$ cat src/rtl/minirv_mem_pkg.sv
// Shared types and access-size encodings for the miniRV memory subsystem.
package minirv_mem_pkg;

    localparam logic [1:0] MASK_B = 2'b00;
    localparam logic [1:0] MASK_H = 2'b01;
    localparam logic [1:0] MASK_W = 2'b10;

    typedef enum logic [1:0] {
        IDLE,
        BUSY_IF,
        BUSY_D
    } arb_state_t;

endpackage

$ cat src/rtl/mem_lane_gen.sv
// Byte-enable and write-data lane replication from the decoder's size mask.
module mem_lane_gen
    import minirv_mem_pkg::*;
(
    input  logic [1:0]  mask,
    input  logic [1:0]  addr_lo,
    input  logic [31:0] wdata,
    input  logic        we,
    output logic [3:0]  be,
    output logic [31:0] wdata_rep
);

    always_comb begin
        be        = '0;
        wdata_rep = wdata;
        case (mask)
            MASK_B: begin
                be        = 4'b0001 << addr_lo;
                wdata_rep = {4{wdata[7:0]}};
            end
            MASK_H: begin
                be        = 4'b0011 << {addr_lo[1], 1'b0};
                wdata_rep = {2{wdata[15:0]}};
            end
            // MASK_W and the reserved 2'b11 both act as a full word
            default: begin
                be        = 4'b1111;
                wdata_rep = wdata;
            end
        endcase
        if (!we) be = '0;
    end

endmodule

$ cat src/rtl/mem_arbiter.sv
// Two-master (fetch, load/store) arbiter onto one variable-latency memory bus.
module mem_arbiter
    import minirv_mem_pkg::*;
#(
    parameter int unsigned STARVE_MAX = 4
) (
    input  logic        clk_i,
    input  logic        rst_ni,
    input  logic        if_req_i,
    input  logic [31:0] if_addr_i,
    input  logic        if_flush_i,
    output logic        if_gnt_o,
    output logic        if_rvalid_o,
    output logic [31:0] if_rdata_o,
    input  logic        d_req_i,
    input  logic        d_we_i,
    input  logic [31:0] d_addr_i,
    input  logic [31:0] d_wdata_i,
    input  logic [1:0]  d_mask_i,
    output logic        d_gnt_o,
    output logic        d_rvalid_o,
    output logic [31:0] d_rdata_o,
    output logic        bus_req_o,
    output logic        bus_we_o,
    output logic [31:0] bus_addr_o,
    output logic [31:0] bus_wdata_o,
    output logic [3:0]  bus_be_o,
    input  logic        bus_ack_i,
    input  logic [31:0] bus_rdata_i
);

    localparam logic [3:0] STARVE_LIM = 4'(STARVE_MAX);

    arb_state_t  state;
    logic [3:0]  starve_cnt;
    logic        killed;
    logic [31:0] rdata;

    logic        starved;
    logic        d_win;
    logic        if_win;
    logic [31:0] sel_addr;
    logic [3:0]  lane_be;
    logic [31:0] lane_wdata;

    // Grants are gated by reset so every output reads 0 while rst_ni is low
    always_comb begin
        starved  = (starve_cnt == STARVE_LIM) && if_req_i;
        d_win    = rst_ni && (state == IDLE) && d_req_i && !starved;
        if_win   = rst_ni && (state == IDLE) && if_req_i && !d_win;
        sel_addr = d_win ? d_addr_i : if_addr_i;
    end

    assign if_gnt_o   = if_win;
    assign d_gnt_o    = d_win;
    assign if_rdata_o = rdata;
    assign d_rdata_o  = rdata;

    mem_lane_gen u_lane_gen (
        .mask      (d_mask_i),
        .addr_lo   (sel_addr[1:0]),
        .wdata     (d_wdata_i),
        .we        (d_win && d_we_i),
        .be        (lane_be),
        .wdata_rep (lane_wdata)
    );

    always_ff @(posedge clk_i or negedge rst_ni) begin
        if (!rst_ni) begin
            state       <= IDLE;
            starve_cnt  <= '0;
            killed      <= 1'b0;
            rdata       <= '0;
            if_rvalid_o <= 1'b0;
            d_rvalid_o  <= 1'b0;
            bus_req_o   <= 1'b0;
            bus_we_o    <= 1'b0;
            bus_addr_o  <= '0;
            bus_wdata_o <= '0;
            bus_be_o    <= '0;
        end else begin
            if_rvalid_o <= 1'b0;
            d_rvalid_o  <= 1'b0;

            if (!if_req_i || if_win) begin
                starve_cnt <= '0;
            end else if (d_win && (starve_cnt != STARVE_LIM)) begin
                starve_cnt <= starve_cnt + 4'd1;
            end

            case (state)
                IDLE: begin
                    killed <= 1'b0;
                    if (d_win || if_win) begin
                        bus_req_o   <= 1'b1;
                        bus_we_o    <= d_win && d_we_i;
                        bus_addr_o  <= {sel_addr[31:2], 2'b00};
                        bus_wdata_o <= lane_wdata;
                        bus_be_o    <= lane_be;
                        state       <= d_win ? BUSY_D : BUSY_IF;
                    end
                end
                BUSY_IF: begin
                    if (if_flush_i) killed <= 1'b1;
                    // A flush on the ack cycle itself must still suppress the pulse
                    if (bus_ack_i) begin
                        bus_req_o   <= 1'b0;
                        rdata       <= bus_rdata_i;
                        if_rvalid_o <= !(killed || if_flush_i);
                        killed      <= 1'b0;
                        state       <= IDLE;
                    end
                end
                BUSY_D: begin
                    if (bus_ack_i) begin
                        bus_req_o  <= 1'b0;
                        rdata      <= bus_rdata_i;
                        d_rvalid_o <= 1'b1;
                        state      <= IDLE;
                    end
                end
                default: state <= IDLE;
            endcase
        end
    end

endmodule

$ cat config.mk
export PLATFORM = sky130hd
export DESIGN_NAME = mem_arbiter
export DESIGN_NICKNAME = d
export VERILOG_FILES = /design/src/rtl/minirv_mem_pkg.sv /design/src/rtl/mem_lane_gen.sv /design/src/rtl/mem_arbiter.sv
export SDC_FILE = /design/constraint.sdc
export NUM_CORES = 1
export LEC_CHECK = 0
export ABC_AREA = 0
export ABC_CLOCK_PERIOD_IN_PS = 1950
export CAP_MARGIN = 20
export CORE_MARGIN = 4
export CORE_UTILIZATION = 36
export CTS_CLUSTER_SIZE = 24
export DETAILED_ROUTE_END_ITERATION = 8
export GPL_TIMING_DRIVEN = 0
export PLACE_DENSITY = 0.78
export SYNTH_ARGS = -nofsm -noshare
export SYNTH_HDL_FRONTEND = slang
export SYNTH_SLANG_ARGS = --single-unit
$ cat constraint.sdc
create_clock -name clk_i -period 1.95 [get_ports clk_i]
set_input_delay 0.585 -clock clk_i [delete_from_list [all_inputs] [get_ports clk_i]]
set_output_delay 0.585 -clock clk_i [all_outputs]
set_load 0.02 [all_outputs]
### Yosys cells after proc, flatten, opt, wreduce, memory -nomap -nowiden

Index checks and enable logic that the tools add are counted.

| word-level totals | value |
|---|---|
| register bits | 109 |
| output and inout bits | 138 |
| word-level logic and storage cells | 68 |

| operators by class | value |
|---|---|
| add/sub/neg operators | 1 |
| equal/unequal tests | 8 |
| shifts and indexed selects | 2 |
| mux-type cells | 20 |
| reduce and logical (&&, ||, !) cells | 26 |

Operators with widths:

| operator | count |
|---|---|
| 32-bit case mux with 2 select lines | 1 |
| 32-bit 2-to-1 mux | 1 |
| 4-bit 2-to-1 mux | 3 |
| 1-bit logical AND | 8 |
| 1-bit 2-to-1 mux | 8 |
| 4-bit case mux with 2 select lines | 1 |
| 2-bit AND reduction | 4 |
| 2-bit 2-to-1 mux | 3 |
| 2-bit nonzero test | 3 |
| 4-bit by 1-bit adder with 4-bit output (second input constant) | 1 |
| 2-bit by 1-bit == test with 1-bit output (second input constant) | 2 |
| 4-bit by 3-bit == test with 1-bit output (second input constant) | 1 |
| 1-bit zero test | 4 |
| 2-bit zero test | 2 |
| 2-bit by 1-bit != test with 1-bit output (second input constant) | 2 |
| 4-bit by 3-bit != test with 1-bit output (second input constant) | 1 |
| 1-bit case mux with 2 select lines | 2 |
| 2-bit case mux with 2 select lines | 1 |
| 1-bit by 2-bit << shifter with 4-bit output (first input constant) | 1 |
| 2-bit by 2-bit << shifter with 4-bit output (first input constant) | 1 |
| 1-bit logical OR | 3 |
| 3-bit != test (second input constant) | 1 |
| 3-bit AND reduction | 1 |
| 2-bit == test (second input constant) | 1 |
| 2-bit OR reduction | 1 |

### Logic depth before layout (Yosys ltp)

| depth | value |
|---|---|
| depth after elaboration | 9 |
| mapped depth | 8 |
| gate-level depth less buffers | 7 |

### Cells and area by module

Synthesis repeated with hierarchy kept, for this count alone.

| second synthesis, totals | value |
|---|---|
| cells, all modules | 557 |
| area, all modules | 5459.0 µm² |

By module, submodules not included:

| module | times used | cells an instance | area an instance (µm²) | sequential area each (µm²) |
|---|---|---|---|---|
| mem_arbiter | 1 | 493 | 4944.7 | 2727.6 |
| mem_lane_gen | 1 | 64 | 514.2 | 0.0 |

### Least setup slack after synthesis

No wires, ideal clock.

| timing path | value |
|---|---|
| kind | reg2out |
| from | reg state[0] |
| to | out if_gnt_o |
| arrival | 1.637 ns |
| setup slack | -0.272 ns |
| cell stages (with the launch flop) | 6 |
| buffers on the path | 0 |
| cells stage by stage | dfrtp_1 inv_1 ha_1 and3_4 a21boi_2 nor3b_1 |

| between the ends | value |
|---|---|
| word-level cells in the longest chain between the ends | 6 |
| elaborated cells between the ends (all ways) | 7 |
| classes of those cells | reduce/logical: 7 |

RTL lines:

| element | line | source |
|---|---|---|
| start, declared | mem_arbiter.sv:34 | `arb_state_t state;` |
| start signal, assigned | mem_arbiter.sv:100 | `state <= d_win ? BUSY_D : BUSY_IF;` |
| 2-bit zero test * | mem_arbiter.sv:49, mem_arbiter.sv:50 |  |
| 1-bit logical AND * | mem_arbiter.sv:49, mem_arbiter.sv:50 |  |
| 1-bit logical AND (2 in a row) | mem_arbiter.sv:49 | `d_win = rst_ni && (state == IDLE) && d_req_i && !starved;` |
| 1-bit zero test | mem_arbiter.sv:50 | `if_win = rst_ni && (state == IDLE) && if_req_i && !d_win;` |
| 1-bit logical AND * | mem_arbiter.sv:50 |  |
| end, declared | mem_arbiter.sv:12 | `output logic if_gnt_o,` |

Every way passes the cells marked *; elsewhere a longest branch is shown, timed or not.

### Worst setup path in the final report

| timing path | value |
|---|---|
| from | reg state[1] |
| to | out if_gnt_o |

Same word-level chain as after synthesis.

==> impl_metrics.yaml <==
run_status:
  outcome: "complete, but fails checks"
  violations: "negative setup slack"
route:
  avgViaCountPerCell: 4.77
  drtIter0Drc: 179
  drc: 0
  drt-total-wl_mm: 17.3
  vias: 4793
  wl_per_cell_um: 17.3
  first_pass_iters: 4
  ant_nets: 0
yosys:
  syn_inst: 508
  synthXorXnorAreaFrac_pct: 0
  synth-adder-area-share_pct: 1.39
  synth_top_family_by_area: "compound AO/OA/AOI/OAI gates"
  synth-seq-cells: 109
  synth.distinct_cells: 40
  yosys-mux-area-fraction_pct: 11.3
  synthSimpleGateAreaFrac_pct: 12.5
  yosysSeqAreaShare_pct: 50.6
  synth_area_um2: 5400
  synth_compound_area_share_pct: 15.0
  avgSynthCellArea_um2: 10.6
  yosys_warnings: 0
finish:
  multi_input_comb_area_um2: 2250
  drive_gt1_share_pct: 23.3
  regArea_um2: 2730
  final_common_cell: "clkdlybuf4s50_1"
  final_cell_mix: "clkdlybuf4s50_1, dfrtp_1, nand2_1, buf_4, a21oi_2"
  design_area_um2: 9040
  fin_cells: 1005
  fill_cells: 1169
  area_growth_pct: 67.5
  nets: 960
  diodes: 0
timing:
  skew_ns: 0.00796
  fin_crit_sh_pct: 112
  fin_ws_ns: -0.232
  slew_violations: 0
  fin_crit_ns: 2.18
  clock.fmax_ghz: 0.458
  hold_viol: 0
  finalSetupTns_ns: -0.432
  finalSetupViolCount: 2
  grt_setup_unrepaired: "yes"
power:
  peakVddDrop_mv: 0.692
  p_leak_nw: 4.35
  p_total_mw: 13.4
  powerDensity_nw_per_um2: 1480
worst_setup_path:
  cp_max_fo: 3
  rr_worst_depth: 9
  worstSetupPathType: "register to output port"
  cp.required_ns: 1.36
  critPathLaunchType: "register"
  slowest_delay_ns: 0.37
  rrSetupSlack_ns: 0.21
  crit_path_end: "if_gnt_o"
  path_depth: 6
  endpoint_kind: "output port"
  reg2reg_from: "state[1]"
  startpoint: "state[1]"
  arrival_ns: 1.60
  crit_family: "flip-flops"
  rr_endpoint: "bus_addr_o[30]"
  cp_slowest_cell: "dfrtp_1"
  cp_cell_sequence: "inv_2, ha_4, and3_4, a21boi_4, nor3b_4, buf_6"
  path_buf_inv: 2
global_routing:
  grt_pass1_wl_mm: 25.5
  grt_pass1_vias: 4888
  overflow: 0
  grt_max_degree: 36
  grt_use_total_pct: 19.4
  grt_antenna_before_repair: 0
floorplanning:
  num_rows: 44
  die_x_um: 130
  core_um2: 14600
  pin_count: 275
  dieArea_um2: 17000
  initial_core_util_pct: 37.0
  die_y_um: 130
placed_design:
  placed_area_um2: 8370
  gp_congestion: 0.870
  placedCellCount: 964
  hpwl_mm: 13.0
  portBuffers: 270
clock_tree:
  cts_buffers: 9
  path_clk_slew_ns: 0.07
  h-tree-depth: 3
  numClockSinks: 109
  insertion_delay_ns: 0.34
  cts_buffer_depth: 2
  cts-hold-fix-buffers: 0
  tritoncts: "done"
  cts_root_buf: "clkbuf_16"
run:
  drv_cap: 0
min_path:
  hp-class: "primary input to async pin"
[layout make-up]
type                       count  area share, %
tap                          184           2.55
sequential                   109           30.2
multi-input combinational    333           24.9
timing repair buffer         297           33.7
clock buffer                  12           2.73
timing repair inverter         1         0.0969
buffer                        60           4.93
clock inverter                 3          0.485
inverter                       6          0.388
[synthesized netlist by cell type]
library cell  instances  area, µm²
a21oi_2              59        517
a21oi_1              11       55.1
dfrtp_1             109       2730
and2_1                2       12.5
and3_1                1       6.26
clkbuf_1              2       7.51
a22o_1                2       17.5
buf_4                37        278
conb_1                1       3.75
nand4_1               1       6.26
mux2i_1              25        250
nand2b_1              4       25.0
mux2_1               20        225
a21boi_1              2       15.0
buf_12                3       60.1
inv_8                 1       11.3
nand2_1              91        342
o22ai_1               1       6.26
nand2_2               1       6.26
o21ai_0              16       80.1
nor2_4                1       11.3
a21boi_2              1       11.3
o211ai_2              1       12.5
and3_4                1       11.3
nand2_4               1       11.3
buf_2                15       75.1
nand3_1               2       10.0
a22oi_1               2       15.0
or3_1                 1       6.26
nor2_1               44        165
buf_6                 4       45.0
o21ai_1              14       70.1
nor2_2                1       6.26
ha_1                  6       75.1
nand4b_2              1       15.0
nor3b_1               1       7.51
a32o_1                1       10.0
mux2_2               12        135
nor2b_1               5       31.3
inv_1                 5       18.8
[worst reg2reg max path: stages (launching register included)]
cell     delay, ns
dfrtp_1       0.37
inv_2         0.06
ha_4          0.16
and3_4        0.18
buf_4         0.15
nand2_8       0.09
buf_4         0.15
buf_2         0.24
nand2_1       0.12
a21oi_2       0.14
[flip-flops by register name, summed over array words and instances (netlist names)]
name and flops:
bus_wdata_o 32, d_rdata_o 32, bus_addr_o 30, bus_be_o 4
starve_cnt 4, state 2, bus_req_o 1, bus_we_o 1
d_rvalid_o 1, if_rvalid_o 1, killed 1
[routing by layer]
layer / wire length [µm] / track usage, % / share of wire (%) / up-vias
met3: 1110 / 3.86 / 6.4 / 30
met4: 433 / 7.50 / 2.5 / 0
met5: 0 / 0 / 0 / -
li1: - / - / - / 2285
met1: 6620 / 22.4 / 38 / 2304
met2: 9180 / 35.3 / 53 / 174
[worst min-delay path by stage]
stage,from,end,slack (ns),depth (start not counted)
final,rst_ni,d_rdata_o[20],0.05,1
after floorplan,rst_ni,bus_addr_o[10],0.29,0
after detailed placement,bus_wdata_o[3],bus_wdata_o[3],0.46,2
after global routing,rst_ni,d_rdata_o[20],0.04,1
after global placement,bus_wdata_o[5],bus_wdata_o[5],0.46,2
after CTS,rst_ni,d_rdata_o[28],0.04,1
[timing repair]
item	CTS	global route
pin swaps	3	1
endpoints found under the setup margin	117	37
setup buffers	10	13
cloned	3	1
gates resized for setup	70	41
[where the power goes]
part,leakage [nW],total [mW],internal [mW],switching [mW]
registers,1.30,3.97,3.32,0.651
logic,2.91,7.61,3.71,3.90
clock network,0.143,1.83,1.03,0.801
[logic make-up after synthesis]
group                    Yosys count
multiplexers                      57
AND/OR/NAND/NOR                  158
buffers and inverters             67
flip-flops                       109
AO/OA/AOI/OAI                    110
other                              1
adder cells (fa/ha/maj)            6
[metrics by stage]
step	hold WS, ns	worst slack, ns	util [%]
final	0.0516	-0.232	61.9
after floorplan	0.289	0.0509	-
after CTS	0.0447	-0.253	60.5
after global routing	0.0403	-0.295	61.9
after global placement	0.461	-5.20	57.2
after detailed placement	0.462	-1.40	57.4
Power figures use the tool's default switching activity.
